File: src/rtl/qenc_cqp_if.sv
// Bin stream from the chroma QP offset sub-FSM to the CABAC arithmetic encoding engine.
// The master presents context-coded bins; the engine accepts a bin when vld && rdy.
interface qenc_cqp_if #(
  parameter int CTX_AW = 10
);
  logic              enc_bin;
  logic [CTX_AW-1:0] enc_ctx_addr;
  logic              enc_bin_vld;
  logic              enc_rdy;
  logic              EPMode_cqp;

  modport master (
    output enc_bin,
    output enc_ctx_addr,
    output enc_bin_vld,
    output EPMode_cqp,
    input  enc_rdy
  );

  modport slave (
    input  enc_bin,
    input  enc_ctx_addr,
    input  enc_bin_vld,
    input  EPMode_cqp,
    output enc_rdy
  );
endinterface

File: src/rtl/qenc_cqp_fsm.sv
// Encoder sub-FSM for the CU chroma QP offset syntax: it binarises the flag and the TR-coded idx
// and streams them as regular context-coded bins, then pulses done to the CU-level FSM.
module qenc_cqp_fsm #(
  parameter int                CTX_AW        = 10,
  parameter logic [CTX_AW-1:0] CTX_FLAG_ADDR = CTX_AW'(200),
  parameter logic [CTX_AW-1:0] CTX_IDX_ADDR  = CTX_AW'(201)
) (
  input  logic       clk,
  input  logic       rst_n,
  input  logic       cqp_start,
  input  logic       cu_chroma_qp_offset_enabled_flag,
  input  logic [2:0] chroma_qp_offset_list_len,
  input  logic       cu_chroma_qp_offset_flag,
  input  logic [2:0] cu_chroma_qp_offset_idx,
  qenc_cqp_if.master enc,
  output logic       cqp_busy,
  output logic       cqp_idx_clip,
  output logic       cqp_done_intr
);

  typedef enum logic [1:0] {
    IDLE   = 2'd0,
    FLAG   = 2'd1,
    IDX    = 2'd2,
    ENDING = 2'd3
  } state_e;

  state_e            state_q, state_d;
  logic              flag_q, flag_d;
  logic [2:0]        idx_q, idx_d;
  logic [2:0]        len_q, len_d;
  logic [2:0]        cnt_q, cnt_d;
  logic              vld_q, vld_d;
  logic              bin_q, bin_d;
  logic [CTX_AW-1:0] addr_q, addr_d;
  logic              busy_q, busy_d;
  logic              clip_q, clip_d;
  logic              done_q, done_d;

  logic [2:0]        idx_eff;
  logic [3:0]        idx_bins;
  logic [3:0]        cnt_inc;
  logic              xfer;

  // idx is clipped to cMax before truncated-rice binarisation
  function automatic logic [2:0] sat_idx(input logic [2:0] idx, input logic [2:0] cmax);
    return (idx > cmax) ? cmax : idx;
  endfunction

  // TR with cRiceParam=0: bin at position pos is 1 while pos < value, then a single 0
  function automatic logic tr_bin(input logic [2:0] pos, input logic [2:0] value);
    return (pos < value);
  endfunction

  assign idx_eff  = sat_idx(idx_q, len_q);
  assign idx_bins = {1'b0, idx_eff} + {3'b000, (idx_eff < len_q)};
  assign cnt_inc  = {1'b0, cnt_q} + 4'd1;
  assign xfer     = vld_q && enc.enc_rdy;

  always_comb begin
    state_d = state_q;
    flag_d  = flag_q;
    idx_d   = idx_q;
    len_d   = len_q;
    cnt_d   = cnt_q;
    vld_d   = vld_q;
    bin_d   = bin_q;
    addr_d  = addr_q;
    busy_d  = busy_q;
    clip_d  = clip_q;
    done_d  = 1'b0;

    unique case (state_q)
      IDLE: begin
        vld_d = 1'b0;
        if (cqp_start) begin
          flag_d = cu_chroma_qp_offset_flag;
          idx_d  = cu_chroma_qp_offset_idx;
          len_d  = chroma_qp_offset_list_len;
          cnt_d  = 3'd0;
          busy_d = 1'b1;
          clip_d = 1'b0;
          if (cu_chroma_qp_offset_enabled_flag) begin
            state_d = FLAG;
            vld_d   = 1'b1;
            bin_d   = cu_chroma_qp_offset_flag;
            addr_d  = CTX_FLAG_ADDR;
          end else begin
            state_d = ENDING;
          end
        end
      end

      FLAG: begin
        if (xfer) begin
          if (flag_q && (len_q != 3'd0)) begin
            state_d = IDX;
            cnt_d   = 3'd0;
            vld_d   = 1'b1;
            bin_d   = tr_bin(3'd0, idx_eff);
            addr_d  = CTX_IDX_ADDR;
            clip_d  = (idx_q > len_q);
          end else begin
            state_d = ENDING;
            vld_d   = 1'b0;
          end
        end
      end

      IDX: begin
        if (xfer) begin
          cnt_d = cnt_inc[2:0];
          // the bin just accepted was the last one of the TR string
          if (cnt_inc == idx_bins) begin
            state_d = ENDING;
            vld_d   = 1'b0;
          end else begin
            bin_d = tr_bin(cnt_inc[2:0], idx_eff);
          end
        end
      end

      ENDING: begin
        state_d = IDLE;
        vld_d   = 1'b0;
        busy_d  = 1'b0;
        done_d  = 1'b1;
      end

      default: begin
        state_d = IDLE;
        vld_d   = 1'b0;
        busy_d  = 1'b0;
      end
    endcase
  end

  always_ff @(posedge clk) begin
    if (!rst_n) begin
      state_q <= IDLE;
      flag_q  <= 1'b0;
      idx_q   <= 3'd0;
      len_q   <= 3'd0;
      cnt_q   <= 3'd0;
      vld_q   <= 1'b0;
      bin_q   <= 1'b0;
      addr_q  <= '0;
      busy_q  <= 1'b0;
      clip_q  <= 1'b0;
      done_q  <= 1'b0;
    end else begin
      state_q <= state_d;
      flag_q  <= flag_d;
      idx_q   <= idx_d;
      len_q   <= len_d;
      cnt_q   <= cnt_d;
      vld_q   <= vld_d;
      bin_q   <= bin_d;
      addr_q  <= addr_d;
      busy_q  <= busy_d;
      clip_q  <= clip_d;
      done_q  <= done_d;
    end
  end

  assign enc.enc_bin      = bin_q;
  assign enc.enc_ctx_addr = addr_q;
  assign enc.enc_bin_vld  = vld_q;
  assign enc.EPMode_cqp   = 1'b0;
  assign cqp_busy         = busy_q;
  assign cqp_idx_clip     = clip_q;
  assign cqp_done_intr    = done_q;

endmodule
File: src/flat_wrapper.sv
// flat-port wrapper written by rule: the top's interface ports become plain ports
module qenc_cqp_fsm_flat 
#(
  parameter int                CTX_AW        = 10,
  parameter logic [CTX_AW-1:0] CTX_FLAG_ADDR = CTX_AW'(200),
  parameter logic [CTX_AW-1:0] CTX_IDX_ADDR  = CTX_AW'(201)
)
  (clk, rst_n, cqp_start, cu_chroma_qp_offset_enabled_flag, chroma_qp_offset_list_len, cu_chroma_qp_offset_flag, cu_chroma_qp_offset_idx, cqp_busy, cqp_idx_clip, cqp_done_intr, enc_enc_bin, enc_enc_ctx_addr, enc_enc_bin_vld, enc_EPMode_cqp, enc_enc_rdy);
  qenc_cqp_if #(.CTX_AW(CTX_AW)) enc_i ();
  input  logic clk;
  input  logic rst_n;
  input  logic cqp_start;
  input  logic cu_chroma_qp_offset_enabled_flag;
  input  logic [2:0] chroma_qp_offset_list_len;
  input  logic cu_chroma_qp_offset_flag;
  input  logic [2:0] cu_chroma_qp_offset_idx;
  output logic cqp_busy;
  output logic cqp_idx_clip;
  output logic cqp_done_intr;
  output wire logic [$bits(enc_i.enc_bin)-1:0] enc_enc_bin;
  output wire logic [$bits(enc_i.enc_ctx_addr)-1:0] enc_enc_ctx_addr;
  output wire logic [$bits(enc_i.enc_bin_vld)-1:0] enc_enc_bin_vld;
  output wire logic [$bits(enc_i.EPMode_cqp)-1:0] enc_EPMode_cqp;
  input wire logic [$bits(enc_i.enc_rdy)-1:0] enc_enc_rdy;
  assign enc_enc_bin = enc_i.enc_bin;
  assign enc_enc_ctx_addr = enc_i.enc_ctx_addr;
  assign enc_enc_bin_vld = enc_i.enc_bin_vld;
  assign enc_EPMode_cqp = enc_i.EPMode_cqp;
  assign enc_i.enc_rdy = enc_enc_rdy;
  qenc_cqp_fsm #(.CTX_AW(CTX_AW), .CTX_FLAG_ADDR(CTX_FLAG_ADDR), .CTX_IDX_ADDR(CTX_IDX_ADDR)) u_core (.clk(clk), .rst_n(rst_n), .cqp_start(cqp_start), .cu_chroma_qp_offset_enabled_flag(cu_chroma_qp_offset_enabled_flag), .chroma_qp_offset_list_len(chroma_qp_offset_list_len), .cu_chroma_qp_offset_flag(cu_chroma_qp_offset_flag), .cu_chroma_qp_offset_idx(cu_chroma_qp_offset_idx), .enc(enc_i), .cqp_busy(cqp_busy), .cqp_idx_clip(cqp_idx_clip), .cqp_done_intr(cqp_done_intr));
endmodule
File: config.mk
export PLATFORM = sky130hd
export DESIGN_NAME = qenc_cqp_fsm_flat
export DESIGN_NICKNAME = d
export VERILOG_FILES = /design/src/rtl/qenc_cqp_if.sv /design/src/rtl/qenc_cqp_fsm.sv /design/src/flat_wrapper.sv
export SDC_FILE = /design/constraint.sdc
export NUM_CORES = 1
export LEC_CHECK = 0
export CAP_MARGIN = 20
export CORE_ASPECT_RATIO = 0.9
export CORE_MARGIN = 2
export CORE_UTILIZATION = 47
export DETAILED_ROUTE_END_ITERATION = 16
export PLACE_DENSITY_LB_ADDON = 0.12
export SLEW_MARGIN = 40
export SYNTH_ARGS = -nofsm -noshare
export SYNTH_HDL_FRONTEND = slang
export SYNTH_SLANG_ARGS = --single-unit
File: constraint.sdc
create_clock -name clk -period 3.9 [get_ports clk]
set_input_delay 0.585 -clock clk [delete_from_list [all_inputs] [get_ports clk]]
set_output_delay 0.585 -clock clk [all_outputs]
set_load 0.01 [all_outputs]
; After elaboration in Yosys (flattened, before gate mapping)
; Cells that the tools add are included.
; Widths: inputs -> output; s select.
[op_classes]
n_addsub = 2
n_mul = 0
div = 0
order_cmp = 4
eq_ne = 11
n_shift = 0
mux = 39
n_bitwise = 0
reduce_logical = 15
[ops]
columns = operator, n
row1 = $mux 10, 4
row2 = $pmux 10 s2, 1
row3 = $mux 1, 18
row4 = $mux 3, 5
row5 = $mux 2, 5
row6 = $reduce_and 5->1, 2
row7 = $pmux 3 s3, 1
row8 = $ne 2x1->1 const B, 4
row9 = $pmux 2 s4, 1
row10 = $reduce_and 4->1, 2
row11 = $reduce_and 7->1, 1
row12 = $lt 3x3->1, 2
row13 = $ne 2x2->1 const B, 3
row14 = $reduce_bool 3->1, 2
row15 = $add 3x1->4, 1
row16 = $add 3x1->4 const B, 1
row17 = $eq 2x2->1 const B, 2
row18 = $eq 4x4->1, 1
row19 = $pmux 1 s2, 2
row20 = $pmux 1 s4, 1
row21 = $reduce_and 2->1, 2
row22 = $reduce_bool 2->1, 2
row23 = $gt 3x3->1, 1
row24 = $lt 1x3->1 const A, 1
row25 = 5 further kinds, 6
[word_totals]
ff_bits = 27
latchBits = 0
mem_bits_rw = 0
rom_bits = 0
in_bits = 12
output_inout_bits = 16
elab_cells = 82
memories = 0

; Depth between registers and ports, before layout
[depth]
ltp_word = 8
depth_mapped = 17

; Worst setup path before layout
; No wires, ideal clock.
[synth_timing]
path_type = register -> register
start = register u_core.len_q[2]
end = register u_core.bin_q, in the netlist u_core.enc.enc_bin
setup_ns = 0.121
t_arrival_ns = 3.493
t_required_ns = 3.779
setup_slack_ns = 0.286
stages_incl_launch_ff = 18
path_buffers = 0
path_cell_list = dfxtp_1 > inv_1 > ha_1 > and3_2 > nor3_2 > nor2_1 > o21a_1 > ha_1 > a21o_1 > a21oi_1 > ha_1 > ha_1 > xor2_1 > nor3b_2 > or2b_1 > o311ai_1 > a31oi_2 > mux2i_1
[synth_between]
elab_chain_len = 7
elab_cells_between_ends = 17
[synth_lines]
columns = element, line
row1 = from (decl), qenc_cqp_fsm.sv:31  ; logic [2:0] len_q, len_d;
row2 = from (signal assigned), qenc_cqp_fsm.sv:155  ; len_q <= len_d;
row3 = $gt 3x3->1, qenc_cqp_fsm.sv:47  ; return (idx > cmax) ? cmax : idx;
row4 = $mux 3, qenc_cqp_fsm.sv:47
row5 = $lt 3x3->1, qenc_cqp_fsm.sv:56  ; assign idx_bins = {1'b0, idx_eff} + {3'b000, (idx_eff < len_q)};
row6 = $add 3x1->4, qenc_cqp_fsm.sv:56
row7 = $eq 4x4->1, qenc_cqp_fsm.sv:114  ; if (cnt_inc == idx_bins) begin
row8 = $ne 2x2->1 (no line), n/a
row9 = $reduce_and 7->1 (no line), n/a
row10 = to (signal assigned), qenc_cqp_fsm.sv:158  ; bin_q <= bin_d;
row11 = to (decl), qenc_cqp_fsm.sv:34  ; logic bin_q, bin_d;
; Parallel ways exist; a longest one is shown, timed or not. The select of a mux whose other input is x is not followed.
; A chain may end at the register's enable or synchronous reset.

; Worst setup path after layout
; Same ends and word-level chain as after synthesis.

==> impl_metrics.ini <==
[run_status]
outcome = finished clean

[worst_setup_path]
worstPathArrival_ns = 3.90
required_ns = 4.05
max_stage_delay_ns = 0.34
critical_path_buf_inv_count = 1
crit_family = adder cells
worstSetupEndpointType = register
cp_cell_sequence = inv_2 > ha_2 > and3_2 > nor3_4 > nor2_1 > o21a_1 > ha_1 > a21o_1 > a21oi_2 > ha_2 > ha_1 > xor2_2 > nor3b_2 > or2b_1 > o311ai_2 > a31oi_2 > mux2i_1
critical_path_class = reg2reg
cp-start-kind = register
crit_fanout = 4
slowest_stage = dfxtp_2

[grt]
grt_max_degree = 22
grt_pass1_wl_um = 6106
track_usage = 0.2049
grtUsageMet2 = 0.3284
met1_usage = 0.2916
overflow = 0
grt.busiest_layer = met2
use_met3 = 0.02677
grt_pass1_vias = 1328
antenna_found_initial = 0

[timing]
finalCritPeriodShare = 0.9597
hold_viol_final = 0
slew_headroom = 0.5523
max_slew.worst_pin.slew_ns = 0.6694
clock.fmax_mhz = 267.2
fin_crit_ns = 3.743
setup_viol = 0
fin_worst_skew_ns = 0.005056
holdWs_ns = 0.4684
timing.final.max_slew_violations = 0

[yosys]
synth_edf_count = 0
synth_cell_types = 51
ys_top_cells_by_area = dfxtp_1 (24%), ha_1 (11%), nand2_1 (5.3%)
synthArstFlopShare = 0
ys_warn_count = 0
netlist_area_um2 = 1565
synthFlopType = dfxtp_1
synth.avg_cell_area_um2 = 8.195
syn_inst = 191
synth.top_cell.area_share = 0.2430
ys_ff_latch = 19
synth_top_cell_by_area = dfxtp_1
seq_area_frac_synth = 0.2430

[hold_path]
hold_class = reg2reg

[power]
ir_drop_v = 0.0003983
finalPower_uw = 1440
power_leakage_uw = 0.0007442
p_per_area_nw_per_um2 = 775.9

[floorplanning]
io_pins = 28
die_w_um = 64.83
initial_core_util = 0.5026
core_area_um2 = 3114
fp.dieH_um = 58.75
rows = 19
die-area_um2 = 3808

[run]
maxCapViolations = 0

[drt]
ant_nets = 0
vias_per_cell = 5.522
first_iter_violations = 75
via_count = 1386
drtPass1Iterations = 4
avgRoutedWirePerCell_um = 14.82
drcViolationCount = 0
finalWirelength_um = 3719

[place]
port-buffer-count = 20
dp_hpwl_um = 2756
dpl_cell_area_um2 = 1750
gp_congestion = 0.8375

[layout]
diodes = 0
syn_to_final_growth_pct = 18.55
fin_area_um2 = 1856
ff_latch_area_um2 = 382.9
final_nets = 236
multi_input_area_um2 = 1096
final_layout_size_suffix_gt1_frac = 0.1579
fillers = 296

[clocking]
cts_inserted_buffers = 3
clk_latency_ns = 0.26
ctsRootBufferMaster = clkbuf_8
cts.sink_count = 19
clk_path_buf_depth = 2
clk_pin_slew_ns = 0.08
htreeDepth = 1
cts_tree = built
## cell families after synthesis
group,after synthesis,share of synthesized area
AO/OA/AOI/OAI,50,0.2406
XOR/XNOR,4,0.02239
adder cells (fa/ha/maj),14,0.1119
buffers and inverters,29,0.09832
flip-flops,19,0.2430
multiplexers,6,0.05036
other,1,0.002396
AND/OR/NAND/NOR,68,0.2310
## metal layers
metal,up-vias,routed length (µm)
met5,-,0
li1,698,-
met2,42,1776
met3,2,144
met4,0,8
met1,644,1791
## worst paths after layout
kind,slack (ns),endpoint,cells after the start,startpoint
max,0.16,u_core.enc.enc_bin,17,u_core.len_q[2]
min,0.47,u_core.enc.enc_bin,2,u_core.enc.enc_bin
max reg2reg,0.16,u_core.enc.enc_bin,17,u_core.len_q[2]
min reg2reg,0.47,u_core.enc.enc_bin,2,u_core.enc.enc_bin
## flip-flops by register name, summed over array words and instances (netlist names), 2 cells and up
name	flops
u_core.state_q	2
u_core.idx_q	3
u_core.enc.enc_ctx_addr	2
u_core.cnt_q	3
u_core.len_q	3
## worst register-to-register path, delay by kind of cell (launching register included)
| kind | cells | cell delay, ns |
|---|---|---|
| adders and majority gates | 4 | 1.06 |
| and+or+nand+nor | 5 | 1.05 |
| AOI/OAI and AO/OA | 5 | 0.77 |
| DFF | 1 | 0.34 |
| xor gates and xnor gates | 1 | 0.19 |
| muxes | 1 | 0.14 |
| buffers and inverters | 1 | 0.10 |
## what timing repair did
item | 4_1_cts | 5_1_grt
setup buffers | 0 | 2
setup endpoints to repair | 1 | 4
gates resized for setup | 1 | 10
hold buffers | 0 | 0
pin swaps | 0 | 4
## per-stage QoR
stage	cells	setup TNS, ns	util	worst slack (ns)
floorplan	197	0	-	0.2861
global placement	245	0	0.5621	0.1440
detailed placement	245	-0.03360	0.5621	-0.03360
CTS	249	0	0.5785	0.02272
global route	251	-0.06867	0.5958	-0.06867
finish	251	0	0.5958	0.1570
## power by group
part           total, µW  leakage (µW)  switching [µW]  internal (µW)
combinational       1020      0.000565             563            455
sequential           280      0.000156            38.8            241
clock                141     0.0000228            68.2           72.7
## cells in the mapped netlist, drive strengths merged (4+ instances only)
cell type	count
a21oi	9
a211oi	4
o21ai	8
a21boi	10
buf	11
inv	13
nand3	12
mux2i	4
nand2	22
ha	14
o21a	4
clkbuf	5
nor2	7
dfxtp	19
and2	5
## cell type report
| cell class | count | area share |
|---|---|---|
| clock buffers | 4 | 0.02428 |
| inverters | 13 | 0.02630 |
| multi-input cells | 149 | 0.5907 |
| flip-flops and latches | 19 | 0.2063 |
| well taps | 42 | 0.02832 |
| repair buffers | 24 | 0.1241 |
## cells in the final DEF (no fill, tap or decap), types with 4 or more instances in the layout
cell type	synthesis	final
a21boi_0	10	10
a21oi_1	6	5
and2_1	4	4
buf_4	10	4
clkdlybuf4s50_1	0	20
conb_1	1	7
dfxtp_1	19	17
ha_1	14	12
inv_1	13	12
nand2_1	22	22
nand3_1	12	12
nor2_1	7	7
o21a_1	4	4
o21ai_0	7	7
Power figures use the tool's default switching activity.
